## src/rtl/freq_div_pkg.sv

```systemverilog
// Shared types and constants for the freq_div_sched ratio scheduler.
package freq_div_pkg;

  localparam logic [3:0] N_MIN     = 4'd2;
  localparam logic [3:0] N_RST     = 4'd2;
  localparam int         REP_W_MAX = 16;

  typedef enum logic [1:0] {
    IDLE,
    RUN,
    DRAIN
  } sched_state_t;

  // rep is held at the widest supported REP_W; unused upper bits stay zero.
  typedef struct packed {
    logic [3:0]           n;
    logic [REP_W_MAX-1:0] rep;
  } sched_entry_t;

  localparam sched_entry_t ENTRY_RST = '{n: N_RST, rep: '0};

  function automatic logic [3:0] clamp_n(input logic [3:0] n);
    return (n < N_MIN) ? N_MIN : n;
  endfunction

endpackage

```

## src/rtl/freq_div_mirror.sv

```systemverilog
// Cycle-exact copy of the frequency divider's phase counter: counts 1..N,
// flags the period end and the first cycle of each period.
module freq_div_mirror (
  input  logic       fin,
  input  logic       rst,
  input  logic       i_en,
  input  logic [3:0] i_n,
  output logic       o_wrap,
  output logic       o_period_start
);

  logic [3:0] r_count;

  assign o_wrap         = i_en && (r_count >= i_n);
  assign o_period_start = i_en && (r_count == 4'd1);

  // Held at 1 while disabled so the first enabled cycle matches the divider
  // leaving reset.
  always_ff @(posedge fin) begin
    // NOTE: non-blocking updates keep every flop reading pre-edge values;
    // a blocking write here would race against other readers of r_count.
    if (rst) begin
      r_count <= 4'd1;
    end else if (!i_en || (r_count >= i_n)) begin
      r_count <= 4'd1;
    end else begin
      r_count <= r_count + 4'd1;
    end
  end

endmodule

```

## src/rtl/freq_div_sched.sv

```systemverilog
// Ratio scheduler driving a frequency divider's N and rst_n from a (N, repeat)
// table. Define FREQ_DIV_SCHED_LOOP_EN to repeat the schedule until stopped.
module freq_div_sched
  import freq_div_pkg::*;
#(
  parameter int DEPTH = 4,  // power of two, 2..16
  parameter int REP_W = 8   // up to REP_W_MAX
) (
  input  logic                     fin,
  input  logic                     rst,
  input  logic                     cfg_valid,
  output logic                     cfg_ready,
  input  logic [$clog2(DEPTH)-1:0] cfg_idx,
  input  logic [3:0]               cfg_n,
  input  logic [REP_W-1:0]         cfg_rep,
  input  logic                     start,
  input  logic                     stop,
  output logic [3:0]               div_n,
  output logic                     div_rst_n,
  output logic                     period_start,
  output logic                     busy,
  output logic                     done
);

  localparam int IDX_W = $clog2(DEPTH);

  sched_state_t     r_state;
  sched_entry_t     r_tbl [DEPTH];
  logic [IDX_W-1:0] r_idx;
  logic [REP_W-1:0] r_rep_left;
  logic [3:0]       r_div_n;
  logic             r_div_rst_n;
  logic             r_done;

  logic             w_active;
  logic             w_cfg_fire;
  logic             w_wrap;
  logic             w_period_start;
  logic             w_idx_last;
  logic             w_sched_end;
  logic [IDX_W-1:0] w_next_idx;
  sched_entry_t     w_cfg_entry;
  sched_entry_t     w_tbl0;
  sched_entry_t     w_next_entry;

  assign w_active    = (r_state != IDLE);
  assign cfg_ready   = (r_state == IDLE);
  assign w_cfg_fire  = cfg_valid && cfg_ready;
  assign w_cfg_entry = '{n: clamp_n(cfg_n), rep: REP_W_MAX'(cfg_rep)};

  // Entry 0 as it will be after this edge, so a start coinciding with a
  // write to entry 0 runs the new data.
  assign w_tbl0 = (w_cfg_fire && (cfg_idx == '0)) ? w_cfg_entry : r_tbl[0];

  assign w_next_idx   = r_idx + IDX_W'(1);
  assign w_idx_last   = (r_idx == IDX_W'(DEPTH - 1));
  assign w_next_entry = r_tbl[w_next_idx];
  assign w_sched_end  = w_idx_last || (w_next_entry.rep == '0);

  freq_div_mirror u_mirror (
    .fin            (fin),
    .rst            (rst),
    .i_en           (w_active),
    .i_n            (r_div_n),
    .o_wrap         (w_wrap),
    .o_period_start (w_period_start)
  );

  always_ff @(posedge fin) begin
    // NOTE: the table is reset explicitly; rep=0 is the end-of-schedule
    // marker, so stale contents after reset would start a bogus schedule.
    if (rst) begin
      for (int i = 0; i < DEPTH; i++) r_tbl[i] <= ENTRY_RST;
    end else if (w_cfg_fire) begin
      r_tbl[cfg_idx] <= w_cfg_entry;
    end
  end

  always_ff @(posedge fin) begin
    if (rst) begin
      r_state     <= IDLE;
      r_idx       <= '0;
      r_rep_left  <= '0;
      r_div_n     <= N_RST;
      r_div_rst_n <= 1'b0;
      r_done      <= 1'b0;
    end else begin
      r_done <= 1'b0;
      unique case (r_state)
        IDLE: begin
          if (start) begin
            if (w_tbl0.rep != '0) begin
              r_state     <= RUN;
              r_idx       <= '0;
              r_div_n     <= w_tbl0.n;
              r_rep_left  <= w_tbl0.rep[REP_W-1:0];
              r_div_rst_n <= 1'b1;
            end else begin
              r_done <= 1'b1;
            end
          end
        end
        RUN: begin
          if (w_wrap) begin
            if (stop) begin
              r_state     <= IDLE;
              r_div_rst_n <= 1'b0;
            end else if (r_rep_left > REP_W'(1)) begin
              r_rep_left <= r_rep_left - REP_W'(1);
            end else if (!w_sched_end) begin
              r_idx      <= w_next_idx;
              r_div_n    <= w_next_entry.n;
              r_rep_left <= w_next_entry.rep[REP_W-1:0];
`ifdef FREQ_DIV_SCHED_LOOP_EN
            end else if (r_tbl[0].rep != '0) begin
              r_idx      <= '0;
              r_div_n    <= r_tbl[0].n;
              r_rep_left <= r_tbl[0].rep[REP_W-1:0];
`endif
            end else begin
              r_state     <= IDLE;
              r_div_rst_n <= 1'b0;
              r_done      <= 1'b1;
            end
          end else if (stop) begin
            r_state <= DRAIN;
          end
        end
        DRAIN: begin
          if (w_wrap) begin
            r_state     <= IDLE;
            r_div_rst_n <= 1'b0;
          end
        end
        default: begin
          r_state     <= IDLE;
          r_div_rst_n <= 1'b0;
        end
      endcase
    end
  end

  assign div_n        = r_div_n;
  assign div_rst_n    = r_div_rst_n;
  assign period_start = w_period_start;
  assign busy         = w_active;
  assign done         = r_done;

endmodule

```

## config.mk

```make
export PLATFORM = sky130hd
export DESIGN_NAME = freq_div_sched
export DESIGN_NICKNAME = d
export VERILOG_FILES = /design/src/rtl/freq_div_pkg.sv /design/src/rtl/freq_div_mirror.sv /design/src/rtl/freq_div_sched.sv
export SDC_FILE = /design/constraint.sdc
export NUM_CORES = 1
export LEC_CHECK = 0
export BUFFER_PORTS_ARGS = -buffer_cell sky130_fd_sc_hd__buf_2
export CAP_MARGIN = 0
export CORE_MARGIN = 5
export CORE_UTILIZATION = 40
export DETAILED_ROUTE_END_ITERATION = 10
export GPL_TIMING_DRIVEN = 0
export HOLD_SLACK_MARGIN = 0.12
export PLACE_DENSITY = 0.57
export SLEW_MARGIN = 20
export SYNTH_ARGS = -nofsm -noshare
export SYNTH_HDL_FRONTEND = slang
export SYNTH_SLANG_ARGS = --single-unit
```

## constraint.sdc

```tcl
create_clock -name fin -period 2.75 [get_ports fin]
set_clock_uncertainty 0.05 [all_clocks]
set_input_delay 0.6875 -clock fin [delete_from_list [all_inputs] [get_ports fin]]
set_output_delay 0.6875 -clock fin [all_outputs]
set_load 0.02 [all_outputs]
```

# Word level (Yosys, flattened, before mapping)
# Memory sizes are Yosys's and may differ from the RTL's.
# Index checks and enable logic that the tools add are counted.
# totals
word_cells	103
ram_bits	48
regBits	22
out_inout_bits	9
inputBits	19
mem_count	1
# memory_table
memory	words	word_bits	rd	rd_clocked_by_memory_dff	write_ports	line	rtl
r_tbl	4	12	2	0	4	freq_div_sched.sv:28	sched_entry_t r_tbl [DEPTH];
# classes
eq_ne	15
n_mux	55
n_reduce_logical	19
add_sub_neg	3
magnitude_cmp	3
# op_table
cell	count
2-to-1 mux 8 bit	6
2-to-1 mux 2 bit	15
2-to-1 mux 4 bit	7
2-to-1 mux 20 bit	1
2-to-1 mux 1 bit	19
AND reduction 6 bit	3
logical NOT 16 bit	1
case mux 8 bit (2 select lines)	1
nonzero test 16 bit	1
2-to-1 mux 12 bit	1
OR reduction 12 bit	1
inequality test 3 bit (second input constant)	3
> comparator 8 x 1 -> 1 bit (second input constant)	1
inequality test 2 x 1 -> 1 bit (second input constant)	4
case mux 4 bit (2 select lines)	1
subtractor 8 x 1 -> 8 bit (second input constant)	1
AND reduction 7 bit	1
inequality test 2 bit (second input constant)	3
case mux 2 bit (3 select lines)	1
adder 4 x 1 -> 4 bit (second input constant)	1
equality test 2 bit (second input constant)	2
equality test 4 x 1 -> 1 bit (second input constant)	1
>= comparator 4 bit	1
logical AND 1 bit	4
12 further kinds	15

# Longest topological paths before layout
# Gate-level depths: netlist of the first run.
# An unclocked memory read counts as a cell.
# depth
depth_word	9
depth_mapped	9
ltp_nobuf	8

# Hierarchy
# From an unflattened synthesis of the first run, not the netlist that was laid out.
# unflattened
cells_unflattened	344
area_unflattened_um2	3900.0
# modules_own_cells
module	area_per_inst_um2	seq_area_each_um2	cells_per_inst	n_inst
freq_div_sched	3621.0	1801.7	314	1
freq_div_mirror	279.0	80.1	30	1

# Least setup slack after synthesis of the first run
# OpenSTA, ideal clock, no wires.
# synth_path
kind	reg-to-reg
start	register r_idx[0]
end	register r_idx[1]
n_path_buf	2
stages_incl_launch_ff	10
period_less_slack_ps	2739
setup_ps	137
setup_slack_ps	11
required_ps	2563
arrival_time_ps	2552
cell_sequence	dfxtp_1 ha_1 buf_1 mux4_1 or4_1 o21ba_1 a41oi_2 buf_6 nand3b_1 a21oi_1
# synth_via
elab_chain_cells	6
elab_cells_between_ends	12
classes_between	add/sub (1); eq/ne (2); mux (5); reduce/logical (3); memory (1)
# synth_lines
item	line	rtl
start, declared	freq_div_sched.sv:29	logic [IDX_W-1:0] r_idx;
start signal, assigned	freq_div_sched.sv:111	r_idx <= w_next_idx;
adder 2 x 1 -> 2 bit	freq_div_sched.sv:55	assign w_next_idx = r_idx + IDX_W'(1);
memory (4 x 12 bit) / 2-to-1 mux 2 bit (equally long branches)	n/a	
logical NOT 16 bit / 2-to-1 mux 2 bit (equally long branches)	freq_div_sched.sv:58, freq_div_sched.sv:108	
logical OR 1 bit / 2-to-1 mux 2 bit (equally long branches)	freq_div_sched.sv:58, freq_div_sched.sv:105	
inequality test 2 bit (no source line) / 2-to-1 mux 2 bit (equally long branches)	n/a	
AND reduction 7 bit (no source line) / case mux 2 bit (2 select lines) (equally long branches)	n/a	
# Parallel ways exist; a longest one is shown, timed or not. The select of a mux whose other input is x is not followed.
# A chain may end at the register's enable or synchronous reset.

# Worst setup path after layout of the first run
# Same ends and word-level chain as after synthesis.

==> results of run 1 <==
## synth_stat cells, types with 2 or more instances
cell and instances:
buf_2 3, nand2b_1 6, o41ai_1 2, or3_1 4, nand4_1 2, nor3_1 10
a211o_1 3, clkbuf_1 10, nor4_1 3, xor2_1 4, nor4b_1 2, mux2i_1 23
or4_1 4, and3_1 11, a21oi_1 12, edfxtp_1 48, xnor2_1 2, dfxtp_1 22
mux4_2 2, ha_1 9, o21a_1 3, buf_6 2, inv_1 12, and2_1 30
nand3_1 9, a21oi_2 5, or2_2 6, nor2b_1 3, a31oi_1 2, nand2_1 14
o21ai_0 8, mux4_1 10, nor2_1 25
## metrics by stage
stage	cell area (um^2)	cells	total power [mW]	utilization [%]
CTS	4330	503	2.67	46.6
global route	4440	511	2.84	47.8
detailed placement	4120	488	1.87	44.4
floorplan	3830	333	1.70	-
global placement	4120	488	1.86	44.4
finish	4440	511	2.70	47.8
## final cells by class
type	count	share of cell area, %
timing repair buffer	34	4.57
inverter	12	1.01
clock inverter	5	1.16
clock buffer	10	2.87
multi-input combinational	234	41.8
sequential	70	42.5
tap	129	3.64
buffer	17	2.48
## path summary, 6_finish.rpt
kind | start | end | slack [ns]
worst max-delay path | r_idx[0]$_SDFFE_PP0P_ | r_idx[1]$_SDFFE_PP0P_ | -0.007
worst min register to register | div_n[2]$_SDFFE_PP0P_ | div_n[2]$_SDFFE_PP0P_ | 0.43
worst min-delay path | div_n[2]$_SDFFE_PP0P_ | div_n[2]$_SDFFE_PP0P_ | 0.43
worst max register to register | r_idx[0]$_SDFFE_PP0P_ | r_idx[1]$_SDFFE_PP0P_ | -0.007
## critical path: stages, from the launching register on
cell and delay [ns]:
dfxtp_4 0.37, buf_6 0.13, buf_12 0.12, mux4_2 0.54
or4_4 0.51, o21ba_4 0.25, a41oi_4 0.25, buf_6 0.14
buf_12 0.10, nand3b_1 0.09, a21oi_1 0.06
## power by group through the flow
stage | combinational [mW] | clock (mW) | sequential [mW]
6_report | 0.651 | 0.806 | 1.25
5_1_grt | 0.716 | 0.865 | 1.26
4_1_cts | 0.608 | 0.812 | 1.25
3_5_place_dp | 0.598 | 0 | 1.27
3_3_place_gp | 0.594 | 0 | 1.27
2_1_floorplan | 0.433 | 0 | 1.27
## routing by layer
layer  part of all wire, %  wire length, um  track usage, %
met5                     0                0               0
met4                  0.79               71            3.52
met3                   4.0              360            3.66
met2                    48             4370            26.4
met1                    47             4240            21.8
## cells by family after synthesis
family                   after synthesis
adder cells (fa/ha/maj)               10
buffers and inverters                 29
AO/OA/AOI/OAI                         49
multiplexers                          35
XOR/XNOR                               6
flip-flops                            70
AND/OR/NAND/NOR                      134
## flip-flops by register name (all words and copies together) (netlist names)
name and flops:
done 1, div_n 4, div_rst_n 1, r_rep_left 8, r_idx 2, r_state 2, u_mirror.r_count 4, r_tbl 48
## what timing repair did
| action | in CTS | in global routing |
|---|---|---|
| buffers inserted | 0 | 8 |
| pin swaps | 1 | 4 |
| resized for setup | 8 | 14 |
| setup endpoints to repair | 26 | 13 |
==> results.ini, run 1 <==
[placed_design]
io_buffers=26
dp_slack_ns=-0.499
routabilityCongestion=0.810
dp_hpwl_um=6390

[pwr]
peakVddDrop_uv=280
combPwrFrac_pct=24.1
seqPwrFrac_pct=46.1
leakage_nw=1.78
p_per_area_nw_per_um2=609
clkPwrFrac_pct=29.8
p_switching_uw=817
switching_share_pct=30.2
intPower_mw=1.89

[global_route]
grt_pass1_wl_um=14200
grt_max_degree=13
grt_usage_pct=16.1
grt_antenna_before_repair=0
grt_pass1_vias=2661
grt_overflow_total=0

[clock_tree]
cts-root-buf=clkbuf_8
clkTransAtPathRegs_ns=0.08
clockBufferDepth=2
hold_buffers=0
cts_tree=done
cts_buffers=9
cts.sinks=70
clock_latency_ns=0.35
cts_max_level=3

[sta]
setup_viol=2
finalHoldViolCount=0
rsz0062_at_grt=yes
clock.fmax_mhz=363
postLayoutSetupSlackWorst_ns=-0.00733
max_slew_margin_pct=40.3
setup_tns_ns=-0.0104
holdWs_ns=0.431
fin_crit_sh_pct=100
fin_crit_ns=2.76
final_max_slew_viol_count=0
worst_pin_slew_ns=0.872

[drt]
via_per_inst=5.29
ant_nets=0
dr.first_iter.drc_count=129
vias=2702
wl_um=9040
route.detailed.drc=0
routedWlPerCell_um=17.7
dr.pass1.iters=4

[setup_path]
worstSetupStartpointType=flip-flop
cp-end-kind=flip-flop
crit_type=flip-flop to flip-flop
path_max_fanout=6
cp_data_required_time_ns=2.91
ff2ff_path_depth=10
cp.arrival_ns=2.91

[cells_and_area]
fillCellCount=909
nets=406
final_common_cell=edfxtp_1
syn_to_final_growth_pct=15.9
seq_area_um2=1890
layout-drive-gt1-share_pct=22.0
final_cell_mix=48 x edfxtp_1, 30 x and2_1, 29 x buf_2, 25 x nor2_1, 23 x mux2i_1
multi_input_area_um2=1860
diodes=0

[die]
num_rows=35
die_x_um=108
start_util_pct=41.3
design.portCount=28
dieArea_um2=11600
fp.dieH_um=108
fp.coreArea_um2=9280

[synth]
ys_async_sr_fraction_pct=0
synth_area_leaders=edfxtp_1 38%, dfxtp_1 11%, mux4_1 6.9%, mux2i_1 6.0%, and2_1 4.9%
syn_area_per_cell_um2=11.5
synth_nets=361
ys_warn_count=0
synthesis.area_um2=3830
synth_flop_cell=edfxtp_1
synth_edf_count=48
synth.largest_area_cell=edfxtp_1
ys_types=55
synthXorXnorAreaFrac_pct=1.37
synth_cells=333
yosys.area_share.simple_pct=19.3
synth_top_area_share_pct=37.6
yosysSeqAreaShare_pct=49.1
synthAdderAreaFrac_pct=3.20
synth_compound_area_share_pct=9.21
synth-seq-cells=70
muxShareOfSynthArea_pct=14.0
synth_top_family_by_area=simple AND/OR/NAND/NOR gates

[hold_path]
min_path_cells=2
min_path_type=flip-flop to flip-flop

[job]
maxCapViolations=0

[run_status]
status=finished with violations
violations=setup timing

No activity file was read; power rests on OpenSTA's default activity.
==> run 2, diff against run 1 <==
--- a/config.mk
+++ b/config.mk
@@ -17,3 +17,4 @@
 export SYNTH_ARGS = -nofsm -noshare
 export SYNTH_HDL_FRONTEND = slang
 export SYNTH_SLANG_ARGS = --single-unit
+export TNS_END_PERCENT = 5
==> run 2 against run 1 <==
  * The run still ends with setup timing left
  * Register-to-register slack about the same
  * Count of clock-buffer cells in the layout did not move
  * First-iteration DRC count is 1.6% lower
  * Critical path type unchanged
  * Cell count unchanged
  * Via count decreased by 0.30%
  * Combinational power hardly changed
  * Non-clock buffer count did not move
  * Critical endpoint unchanged
  * Core utilization unchanged
  * Die area unchanged
  * Global-route usage unchanged
  * Worst setup slack about the same
  * Clock power barely moved
==> results.ini, run 2 (synthesis results as in run 1) <==
[cells_and_area]
diodes=0
largest-register=r_tbl
final_cell_mix=48 x edfxtp_1, 30 x and2_1, 29 x buf_2, 25 x nor2_1, 23 x mux2i_1
top_regs=r_tbl x48, r_rep_left x8
final_common_cell=edfxtp_1
layout-drive-gt1-share_pct=22.0
largest_register_ffs=48
nets=406
fillCellCount=909
syn_to_final_growth_pct=15.9
stdcell_area_um2=4440
final_util_pct=47.8
stdcell_count=511

[placed_design]
dp_hpwl_um=6390
placed_area_um2=4120
routabilityCongestion=0.810
dp.cells=488
io_buffers=26
dp_slack_ns=-0.499

[sta]
max_slew_margin_pct=40.3
rsz0062_at_grt=yes
final_max_slew_viol_count=0
setup_viol=1
worst_pin_slew_ns=0.873
postLayoutSetupSlackWorst_ns=-0.00741
finalHoldViolCount=0
fin_crit_ns=2.76
fin_crit_sh_pct=100
clock.fmax_mhz=363

[clock_tree]
clockBufferDepth=2
cts.sinks=70
clkTransAtPathRegs_ns=0.08
clock_latency_ns=0.35
cts_tree=done
cts-root-buf=clkbuf_8
cts_buffers=9
hold_buffers=0
cts_max_level=3

[global_route]
grt_usage_pct=16.1
grt_pass1_vias=2661
grt_max_degree=13
grt_overflow_total=0
grt_antenna_before_repair=0
grt_pass1_wl_um=14200

[die]
start_util_pct=41.3
fp.coreArea_um2=9280
dieArea_um2=11600
fp.dieH_um=108
num_rows=35
die_x_um=108
design.portCount=28

[setup_path]
worstSetupStartpointType=flip-flop
reg2reg_from=r_idx[0]$_SDFFE_PP0P_
rr_endpoint=r_idx[1]$_SDFFE_PP0P_
cp.arrival_ns=2.91
path_max_fanout=6
cp_data_required_time_ns=2.91
ff2ff_path_depth=10
rrSetupSlack_ns=-0.007
crit_type=flip-flop to flip-flop
cp-end-kind=flip-flop

[drt]
route.detailed.drc=0
routedWlPerCell_um=17.7
via_per_inst=5.27
ant_nets=0
dr.first_iter.drc_count=127
vias=2694
dr.pass1.iters=4
wl_um=9050

[job]
maxCapViolations=0

[pwr]
leakage_nw=1.78
peakVddDrop_uv=280
p_per_area_nw_per_um2=609
p_total_mw=2.70

[run_status]
status=finished with violations
violations=setup timing

[hold_path]
whs_endpoint=div_n[2]$_SDFFE_PP0P_
min_path_cells=2
hp-start=div_n[2]$_SDFFE_PP0P_
min_path_type=flip-flop to flip-flop

[run 2: cell counts in the layout (fill, tap and decap cells not counted)]
No cell type changed its count.
[run 2: how the worst max path moves through the flow]
stage | start | endpoint | slack [ns] | cells after the start
finish | r_idx[0]$_SDFFE_PP0P_ | r_idx[1]$_SDFFE_PP0P_ | -0.007 | 10
global route | r_idx[0]$_SDFFE_PP0P_ | r_idx[1]$_SDFFE_PP0P_ | -0.08 | 10
CTS | r_idx[0]$_SDFFE_PP0P_ | r_idx[1]$_SDFFE_PP0P_ | 0.02 | 9
detailed placement | r_idx[0]$_SDFFE_PP0P_ | r_idx[1]$_SDFFE_PP0P_ | -0.50 | 9
global placement | r_idx[0]$_SDFFE_PP0P_ | div_n[2]$_SDFFE_PP0P_ | -0.53 | 9
floorplan | r_idx[0]$_SDFFE_PP0P_ | r_idx[1]$_SDFFE_PP0P_ | 0.01 | 9
[run 2: cell type report]
type                    instances  area (um^2)  share of cell area, %
inverters                      12         45.0                   1.01
multi-input cells             234         1860                   41.8
flip-flops and latches         70         1890                   42.5
clock inverters                 5         51.3                   1.16
well taps                     129          161                   3.64
clock buffers                  10          128                   2.87
repair buffers                 34          203                   4.57
plain buffers                  17          110                   2.48
[run 2: through the flow]
| stage | hold WS [ns] | TNS (ns) |
|---|---|---|
| detailed placement | 0.407 | -5.41 |
| floorplan | 0.386 | 0 |
| global route | 0.458 | -0.469 |
| finish | 0.431 | -0.00741 |
| CTS | 0.431 | 0 |
| global placement | 0.397 | -5.74 |
[run 2: routing by layer]
layer / global-route usage (%) / part of all wire, % / vias up / routed length, um
met5: 0 / 0 / - / 0
met4: 3.52 / 0.78 / 0 / 71
met3: 3.66 / 3.9 / 6 / 355
met2: 26.4 / 48 / 47 / 4370
met1: 21.8 / 47 / 1305 / 4250
li1: - / - / 1336 / -
[run 2: worst max-delay path, stage by stage (launching register included)]
cell	delay, ns
dfxtp_4	0.37
buf_6	0.13
buf_12	0.12
mux4_2	0.54
or4_4	0.51
o21ba_4	0.25
a41oi_4	0.25
buf_6	0.14
buf_12	0.10
nand3b_1	0.09
a21oi_1	0.06
[run 2: power breakdown]
part	switching [mW]	leakage (nW)	internal, mW	total (mW)
clock	0.397	0.0912	0.409	0.806
sequential	0.0470	0.667	1.20	1.25
combinational	0.373	1.02	0.278	0.650
total	0.817	1.78	1.89	2.70
[run 2: timing repair]
action,CTS,global route
gates resized for setup,8,14
pin swaps,1,3
endpoints found under the setup margin,26,13
buffers inserted,0,8
